<file path="src/rtl/cpu_pkg.sv">
// ============================================================================
// Module      : cpu_pkg
// Description : Shared constants, instruction field layout and select type
//               for the operand-fetch stage.
// Revision    : 1.0 - initial release
// ============================================================================
`default_nettype none

package cpu_pkg;

    localparam int P_WIDTH = 16;
    localparam int P_NREGS = 8;
    localparam int P_OPW   = 5;
    localparam int P_AW    = $clog2(P_NREGS);
    localparam int P_SELW  = 2;

    // Instruction layout: {sel, rs2, rs1, rd, op} from MSB to LSB
    localparam int OP_LSB  = 0;
    localparam int RD_LSB  = 5;
    localparam int RS1_LSB = 8;
    localparam int RS2_LSB = 11;
    localparam int SEL_LSB = 14;

    // Encoding follows the input order of the downstream word selector
    typedef enum logic [P_SELW-1:0] {
        SEL_W0 = 2'd0,
        SEL_W1 = 2'd1,
        SEL_W2 = 2'd2,
        SEL_W3 = 2'd3
    } sel_t;

endpackage

`default_nettype wire

</file>
<file path="src/rtl/regfile.sv">
// ============================================================================
// Module      : regfile
// Description : Register file, two combinational read ports, one synchronous
//               write port. R0 reads as zero and ignores writes.
// Revision    : 1.0 - initial release
// ============================================================================
`default_nettype none

module regfile #(
    parameter int P_WIDTH = cpu_pkg::P_WIDTH,
    parameter int P_NREGS = cpu_pkg::P_NREGS,
    parameter int P_AW    = $clog2(P_NREGS)
) (
    input  logic               i_clk,
    input  logic               i_rst_n,
    input  logic               i_we,
    input  logic [P_AW-1:0]    i_waddr,
    input  logic [P_WIDTH-1:0] i_wdata,
    input  logic [P_AW-1:0]    i_raddr_a,
    output logic [P_WIDTH-1:0] o_rdata_a,
    input  logic [P_AW-1:0]    i_raddr_b,
    output logic [P_WIDTH-1:0] o_rdata_b
);

    logic [P_WIDTH-1:0] r_mem [0:P_NREGS-1];

    always_ff @(posedge i_clk or negedge i_rst_n) begin
        if (!i_rst_n) begin
            for (int i = 0; i < P_NREGS; i++) begin
                r_mem[i] <= '0;
            end
        end else if (i_we && (i_waddr != '0)) begin
            r_mem[i_waddr] <= i_wdata;
        end
    end

    assign o_rdata_a = (i_raddr_a == '0) ? '0 : r_mem[i_raddr_a];
    assign o_rdata_b = (i_raddr_b == '0) ? '0 : r_mem[i_raddr_b];

endmodule

`default_nettype wire

</file>
<file path="src/rtl/operand_fetch.sv">
// ============================================================================
// Module      : operand_fetch
// Description : Decode/operand-fetch pipeline stage with write-back bypass at
//               capture and write-back forwarding into a stalled bundle.
// Revision    : 1.0 - initial release
// ============================================================================
`default_nettype none

module operand_fetch
    import cpu_pkg::*;
#(
    parameter int P_WIDTH = cpu_pkg::P_WIDTH,
    parameter int P_NREGS = cpu_pkg::P_NREGS,
    parameter int P_OPW   = cpu_pkg::P_OPW
) (
    input  logic               i_clk,
    input  logic               i_rst_n,
    input  logic               i_valid,
    output logic               o_ready,
    input  logic [15:0]        i_instr,
    input  logic               i_wb_en,
    input  logic [2:0]         i_wb_addr,
    input  logic [P_WIDTH-1:0] i_wb_data,
    output logic               o_valid,
    input  logic               i_ready,
    output logic [P_OPW-1:0]   o_op,
    output logic [2:0]         o_rd,
    output logic [1:0]         o_sel,
    output logic [P_WIDTH-1:0] o_a,
    output logic [P_WIDTH-1:0] o_b
);

    localparam int c_AW = $clog2(P_NREGS);

    logic               r_valid;
    logic [P_OPW-1:0]   r_op;
    logic [c_AW-1:0]    r_rd;
    sel_t               r_sel;
    logic [c_AW-1:0]    r_rs1;
    logic [c_AW-1:0]    r_rs2;
    logic [P_WIDTH-1:0] r_a;
    logic [P_WIDTH-1:0] r_b;

    logic [P_OPW-1:0]   w_op;
    logic [c_AW-1:0]    w_rd;
    logic [c_AW-1:0]    w_rs1;
    logic [c_AW-1:0]    w_rs2;
    sel_t               w_sel;
    logic [P_WIDTH-1:0] w_rf_a;
    logic [P_WIDTH-1:0] w_rf_b;
    logic [P_WIDTH-1:0] w_cap_a;
    logic [P_WIDTH-1:0] w_cap_b;
    logic               w_accept;
    logic               w_hold;
    logic               w_hfwd_a;
    logic               w_hfwd_b;

    assign w_op  = i_instr[OP_LSB  +: P_OPW];
    assign w_rd  = i_instr[RD_LSB  +: c_AW];
    assign w_rs1 = i_instr[RS1_LSB +: c_AW];
    assign w_rs2 = i_instr[RS2_LSB +: c_AW];
    assign w_sel = sel_t'(i_instr[SEL_LSB +: P_SELW]);

    regfile #(
        .P_WIDTH (P_WIDTH),
        .P_NREGS (P_NREGS),
        .P_AW    (c_AW)
    ) u_regfile (
        .i_clk     (i_clk),
        .i_rst_n   (i_rst_n),
        .i_we      (i_wb_en),
        .i_waddr   (i_wb_addr),
        .i_wdata   (i_wb_data),
        .i_raddr_a (w_rs1),
        .o_rdata_a (w_rf_a),
        .i_raddr_b (w_rs2),
        .o_rdata_b (w_rf_b)
    );

    assign o_ready  = !r_valid || i_ready;
    assign w_accept = i_valid && o_ready;
    assign w_hold   = r_valid && !i_ready;

    // The register file has no internal bypass, so a same-cycle write is
    // picked up here instead of reading the stale entry.
    assign w_cap_a = (i_wb_en && (i_wb_addr == w_rs1) && (w_rs1 != '0)) ? i_wb_data : w_rf_a;
    assign w_cap_b = (i_wb_en && (i_wb_addr == w_rs2) && (w_rs2 != '0)) ? i_wb_data : w_rf_b;

    assign w_hfwd_a = w_hold && i_wb_en && (i_wb_addr == r_rs1) && (r_rs1 != '0);
    assign w_hfwd_b = w_hold && i_wb_en && (i_wb_addr == r_rs2) && (r_rs2 != '0);

    always_ff @(posedge i_clk or negedge i_rst_n) begin
        if (!i_rst_n) begin
            r_valid <= 1'b0;
            r_op    <= '0;
            r_rd    <= '0;
            r_sel   <= SEL_W0;
            r_rs1   <= '0;
            r_rs2   <= '0;
            r_a     <= '0;
            r_b     <= '0;
        end else begin
            r_valid <= w_accept || w_hold;
            if (w_accept) begin
                r_op  <= w_op;
                r_rd  <= w_rd;
                r_sel <= w_sel;
                r_rs1 <= w_rs1;
                r_rs2 <= w_rs2;
                r_a   <= w_cap_a;
                r_b   <= w_cap_b;
            end else begin
                if (w_hfwd_a) begin
                    r_a <= i_wb_data;
                end
                if (w_hfwd_b) begin
                    r_b <= i_wb_data;
                end
            end
        end
    end

    assign o_valid = r_valid;
    assign o_op    = r_op;
    assign o_rd    = r_rd;
    assign o_sel   = r_sel;
    assign o_a     = r_a;
    assign o_b     = r_b;

endmodule

`default_nettype wire

</file>
<file path="config.mk">
export PLATFORM = sky130hd
export DESIGN_NAME = operand_fetch
export DESIGN_NICKNAME = d
export VERILOG_FILES = /design/src/rtl/cpu_pkg.sv /design/src/rtl/regfile.sv /design/src/rtl/operand_fetch.sv
export SDC_FILE = /design/constraint.sdc
export NUM_CORES = 1
export LEC_CHECK = 0
export CAP_MARGIN = 10
export CORE_UTILIZATION = 45
export DETAILED_ROUTE_END_ITERATION = 6
export PLACE_DENSITY = 0.76
export SYNTH_ARGS = -nofsm -noshare
export SYNTH_HDL_FRONTEND = slang
export SYNTH_SLANG_ARGS = --single-unit
</file>
<file path="constraint.sdc">
create_clock -name i_clk -period 1.85 [get_ports i_clk]
set_input_delay 0.37 -clock i_clk [delete_from_list [all_inputs] [get_ports i_clk]]
set_output_delay 0.37 -clock i_clk [all_outputs]
set_load 0.005 [all_outputs]
</file>
# Word level (Yosys, flattened, before mapping)
# Index checks and enable logic that the tools add are counted.
dict set report totals {
  regBits 177
  inputBits 40
  elab_cells 70
}
dict set report classes {
  eq_ne 4
  n_bitwise 3
  mux 17
  magnitude_cmp 4
  reduce_logical 26
}
# cell n
set op_table {}
lappend op_table {{$mux 16} 13}
lappend op_table {{$bwmux 128} 1}
lappend op_table {{$bmux 16 s3} 2}
lappend op_table {{$demux 16 s3} 1}
lappend op_table {{$reduce_bool 3->1} 5}
lappend op_table {{$logic_and 1x1->1} 13}
lappend op_table {{$eq 3x3->1} 4}
lappend op_table {{$ge 4x4->1 const B} 3}
lappend op_table {{$not 3->4} 3}
lappend op_table {{$logic_not 3->1} 2}
lappend op_table {{$lt 4x1->1 const B} 1}
lappend op_table {{$reduce_bool 2->1} 2}
lappend op_table {{$logic_not 1->1} 2}
lappend op_table {{$logic_or 1x1->1} 2}

# Longest topological paths before layout
dict set report logic_depth {
  depth_word 7
  depth_mapped 7
}

# Cells and area by module
# From an unflattened synthesis, not the netlist that was laid out.
dict set report unflattened {
  hier_cells 672
  area_unflattened_um2 8607.0
}
# mod n_inst seq_area_each_um2 cells_each area_each_um2
set by_module_without_submodules {}
lappend by_module_without_submodules {regfile 1 2802.7 460 6264.8}
lappend by_module_without_submodules {operand_fetch 1 1226.2 212 2342.2}

# Least setup slack after synthesis
# No wires, ideal clock.
dict set report synth_timing {
  kind {input-to-reg}
  from {input port i_wb_addr[1]}
  to {register u_regfile.r_mem[101] (netlist bit)}
  t_required_ps 1725
  setup_ps 125
  n_path_buf 3
  stages 5
  arrival_ps 1649
  slack_ps 76
  cell_sequence {buf_4 > buf_4 > nor4b_4 > buf_4 > mux2_2}
}
dict set report synth_between {
  elab_chain_len 6
  elab_cells_between_ends 9
  cone_classes {2 x order compare; 3 x mux; 1 x bitwise; 3 x reduce/logical}
}
# element line
set synth_lines {}
lappend synth_lines {{from (decl)} operand_fetch.sv:22} ;# input logic [2:0] i_wb_addr,
lappend synth_lines {{$not 3->4 (implied by the code)} regfile.sv:33} ;# r_mem[i_waddr] <= i_wdata;
lappend synth_lines {{$ge 4x4->1 (implied by the code) or $lt 4x1->1 (tied branches)} regfile.sv:33}
lappend synth_lines {{$logic_and 1x1->1 (implied by the code)} regfile.sv:33}
lappend synth_lines {{$mux 16 (implied by the code)} regfile.sv:33}
lappend synth_lines {{$demux 16 s3} regfile.sv:33}
lappend synth_lines {{$bwmux 128} regfile.sv:33}
lappend synth_lines {{to (signal, indexed assignment)} regfile.sv:33}
lappend synth_lines {{to (decl)} regfile.sv:25} ;# logic [P_WIDTH-1:0] r_mem [0:P_NREGS-1];
# Parallel ways exist; a longest one is shown, timed or not.
# A chain may end at the register's enable or synchronous reset.

# Worst setup path after layout
dict set report layout_timing {
  from {input port i_wb_en}
  to {register u_regfile.r_mem[85] (netlist bit)}
}
dict set report layout_between {
  elab_chain_len 1
}
# element line
set layout_lines {}
lappend layout_lines {{from (decl)} operand_fetch.sv:21} ;# input logic i_wb_en,
lappend layout_lines {{$logic_and 1x1->1} regfile.sv:32} ;# end else if (i_we && (i_waddr != '0)) begin
# No other way between the ends.

==> summary.md <==
| Metric | Value |
|---|---|
| Run status | finished clean |
| Min-Delay Path Class | input pin to asynchronous set/reset pin |
| Cell variety after synth | 46 |
| Via Count | 6,725 |
| Fin crit period | 1.824 ns |
| GRT Total Usage | 24.99% |
| CP endpoint kind | register |
| CTS tree | done |
| Reg-to-Reg Start | o_valid |
| Synth Flop Type | dfrtp_1 |
| Drt first pass iters | 5 |
| Ys async rst share | 100.0% |
| H-tree depth | 4 |
| Final nets | 817 |
| Peak supply drop | 0.7430 mV |
| First-pass GRT wire length | 40,710 um |
| Vias in the first global route | 6,978 |
| IO Port Bufs | 83 |
| Worst relative slew slack | 69.71% |
| Synthesized instance count | 661 |
| Mapped Nets | 701 |
| Total Wirelength | 26,270 um |
| Core Rows | 53 |
| Dpl hpwl | 18,370 um |
| WP data arrival | 2.14 ns |
| Cell Area, Placed | 0.01128 mm2 |
| Clock root cell | clkbuf_16 |
| Pwr Density | 999.5 mW/mm2 |
| Clock Latency Late Sink | 0.43 ns |
| WP data required | 2.16 ns |
| Setup Skew | 0.005005 ns |
| Design Area, Final | 0.01207 mm2 |
| Final worst slack | 0.02552 ns |
| Reg area | 0.004429 mm2 |
| Post-Synth Adder-Cell Area | 0% |
| Clk buf depth | 2 |
| Initial antenna violation count | 0 |
| Filler cells | 1,596 |
| Dpl ws | -0.4571 ns |
| Hold slack | 0.3744 ns |
| Yosys warning total | 0 |
| Mapped cell area | 0.009620 mm2 |
| Leakage | 4.864 nW |
| Post-synthesis compound-gate area fraction | 9.884% |
| Final setup violation count | 0 |
| Yosys reg bits | 177 |
| Antenna Nets Post-Route | 0 |
| Fmax | 0.5481 GHz |
| Maxcap violations | 0 |
| Simple-gate portion of the synthesized area | 4.747% |
| Die height | 148.2 um |
| Remaining global-route overflow | 0 |
| Core area | 0.02102 mm2 |
| # clock sinks | 177 |
| Largest family of logic cells by synthesized area | multiplexers |
| Footprint of the multi-input gates | 0.004778 mm2 |
| Chip Width | 148.2 um |
| CP max FO | 10 |
| Starting Density | 45.77% |
| IO Count | 84 |
| Num CTS Buffers | 17 |
| Post-Synth XOR/XNOR Area | 0.7283% |
| Remaining DRCs | 0 |
| Syn_area_per_cell | 14.55 um2 |
| R2r setup slk | 0.09 ns |
| Cell count of the worst reg-to-reg path | 7 |
| Worst slew pin tran | 0.4530 ns |
| Layout cells sized above 1 | 48.48% |
| DR vias/cell | 6.315 |
| Post-synth EDFFs | 0 |
| Final antenna diode count | 0 |
| Final period util | 98.62% |
| Pin count of the biggest net entering global routing | 57 |
| Register area share after synthesis | 46.04% |
| Final slew viol count | 0 |
| Clock-pin transition on the worst setup and hold timing paths | 0.07 ns |
| Starting DRT DRC Count | 544 |
| Post-synthesis mux area share | 33.66% |
| Final GP Congestion | 0.9024 |
| Layout area overhead | 25.41% |
| Full die area | 0.02197 mm2 |
| FF-to-FF End | r_rs2[2] |
| Routed len/inst | 24.67 um |
| Hold Vio Cnt, Final | 0 |
| Startpoint types | input pin |
| Kind of critical path | input pin to register |
## cell usage after synthesis (3+ instances only)
master / number / area, um2
a311o_1: 4 / 40.04
clkbuf_1: 22 / 82.58
o211ai_2: 20 / 250.2
nor2b_1: 3 / 18.77
buf_2: 29 / 145.1
mux4_2: 64 / 1441
buf_4: 10 / 75.07
mux2_1: 6 / 67.56
buf_6: 11 / 123.9
nand4_1: 28 / 175.2
a211oi_1: 36 / 270.3
xor2_1: 8 / 70.07
a31oi_1: 28 / 175.2
inv_1: 7 / 26.28
dfrtp_1: 177 / 4429
mux2_2: 150 / 1689
o211ai_1: 8 / 60.06
mux2i_1: 4 / 40.04
nand2_1: 6 / 22.52
## cell families (layout without fill, tap and decap cells)
| family | Yosys count | in the layout |
|---|---|---|
| mux | 224 | 224 |
| buf+inv | 82 | 211 |
| xor+xnor | 8 | 8 |
| simple gates | 60 | 60 |
| flops | 177 | 177 |
| compound gates | 110 | 110 |
## how the worst max path moves through the flow
| stage | startpoint | to | slack (ns) |
|---|---|---|---|
| final | i_wb_en | u_regfile.r_mem[85] | 0.03 |
| after global routing | i_wb_addr[1] | o_a[0] | -0.05 |
| after CTS | i_wb_addr[1] | o_b[1] | 0.008 |
| after detailed placement | i_wb_addr[1] | o_a[3] | -0.46 |
| after global placement | i_wb_addr[1] | o_a[1] | -0.39 |
| after floorplan | i_wb_addr[1] | u_regfile.r_mem[101] | 0.08 |
## flip-flops by register name, indices dropped and copies added (netlist names)
signal           flops
o_a                 16
o_b                 16
o_op                 5
o_rd                 3
o_sel                2
o_valid              1
r_rs1                3
r_rs2                3
u_regfile.r_mem    128
## per-stage QoR
step | cells | power, mW | setup TNS, ns | util (%)
after global routing | 1065 | 12.53 | -0.05591 | 57.40
after CTS | 1062 | 12.01 | 0 | 56.69
after detailed placement | 1028 | 8.238 | -45.38 | 53.65
after global placement | 1028 | 8.032 | -41.06 | 53.65
after floorplan | 661 | 6.903 | 0 | -
final | 1065 | 12.06 | 0 | 57.40
## layer usage
layer	share of wire, %	up-vias	GRT usage, %
li1	-	2850	-
met1	42	3554	33.94
met2	50	279	40.85
met3	6.2	42	4.264
met4	2.0	0	8.196
met5	0	-	0
## report_power, final
| group | internal [mW] | leakage [nW] | switching [mW] |
|---|---|---|---|
| combinational | 1.86 | 2.43 | 1.22 |
| sequential | 4.61 | 2.14 | 0.579 |
| clock | 2.18 | 0.294 | 1.61 |
## cells in the final DEF, fill, tap and decap left out, types with 6 or more instances in the layout
| cell type | count |
|---|---|
| dfrtp_1 | 177 |
| mux2_2 | 150 |
| clkdlybuf4s50_1 | 78 |
| mux4_2 | 64 |
| buf_4 | 53 |
| a211oi_1 | 36 |
| nand4_1 | 28 |
| a31oi_1 | 28 |
| buf_12 | 27 |
| o211ai_2 | 20 |
| clkbuf_16 | 18 |
| o211ai_1 | 8 |
| inv_1 | 7 |
| xor2_1 | 7 |
| inv_6 | 6 |
| nand2_1 | 6 |
| mux2_1 | 6 |
## final cells by class
| type | count | share of cell area (%) |
|---|---|---|
| inverter | 9 | 0.3215 |
| tap | 275 | 2.852 |
| clock inverter | 14 | 1.452 |
| timing repair buffer | 170 | 15.42 |
| clock buffer | 18 | 3.640 |
| sequential | 177 | 36.71 |
| multi-input combinational | 402 | 39.60 |
## repair_timing
action,4_1_cts,5_1_grt
endpoints found under the setup margin,2,28
buffers inserted,1,2
gates resized for setup,4,19
hold buffers,1,0
cloned,0,1
endpoints found under the hold margin,26,0
pin swaps,0,3
## critical path, stage by stage
cell	delay (ns)
clkdlybuf4s50_1	0.57
inv_2	0.11
buf_4	0.15
nor4b_4	0.36
buf_6	0.23
mux2_1	0.35
No activity file was read; power rests on OpenSTA's default activity.
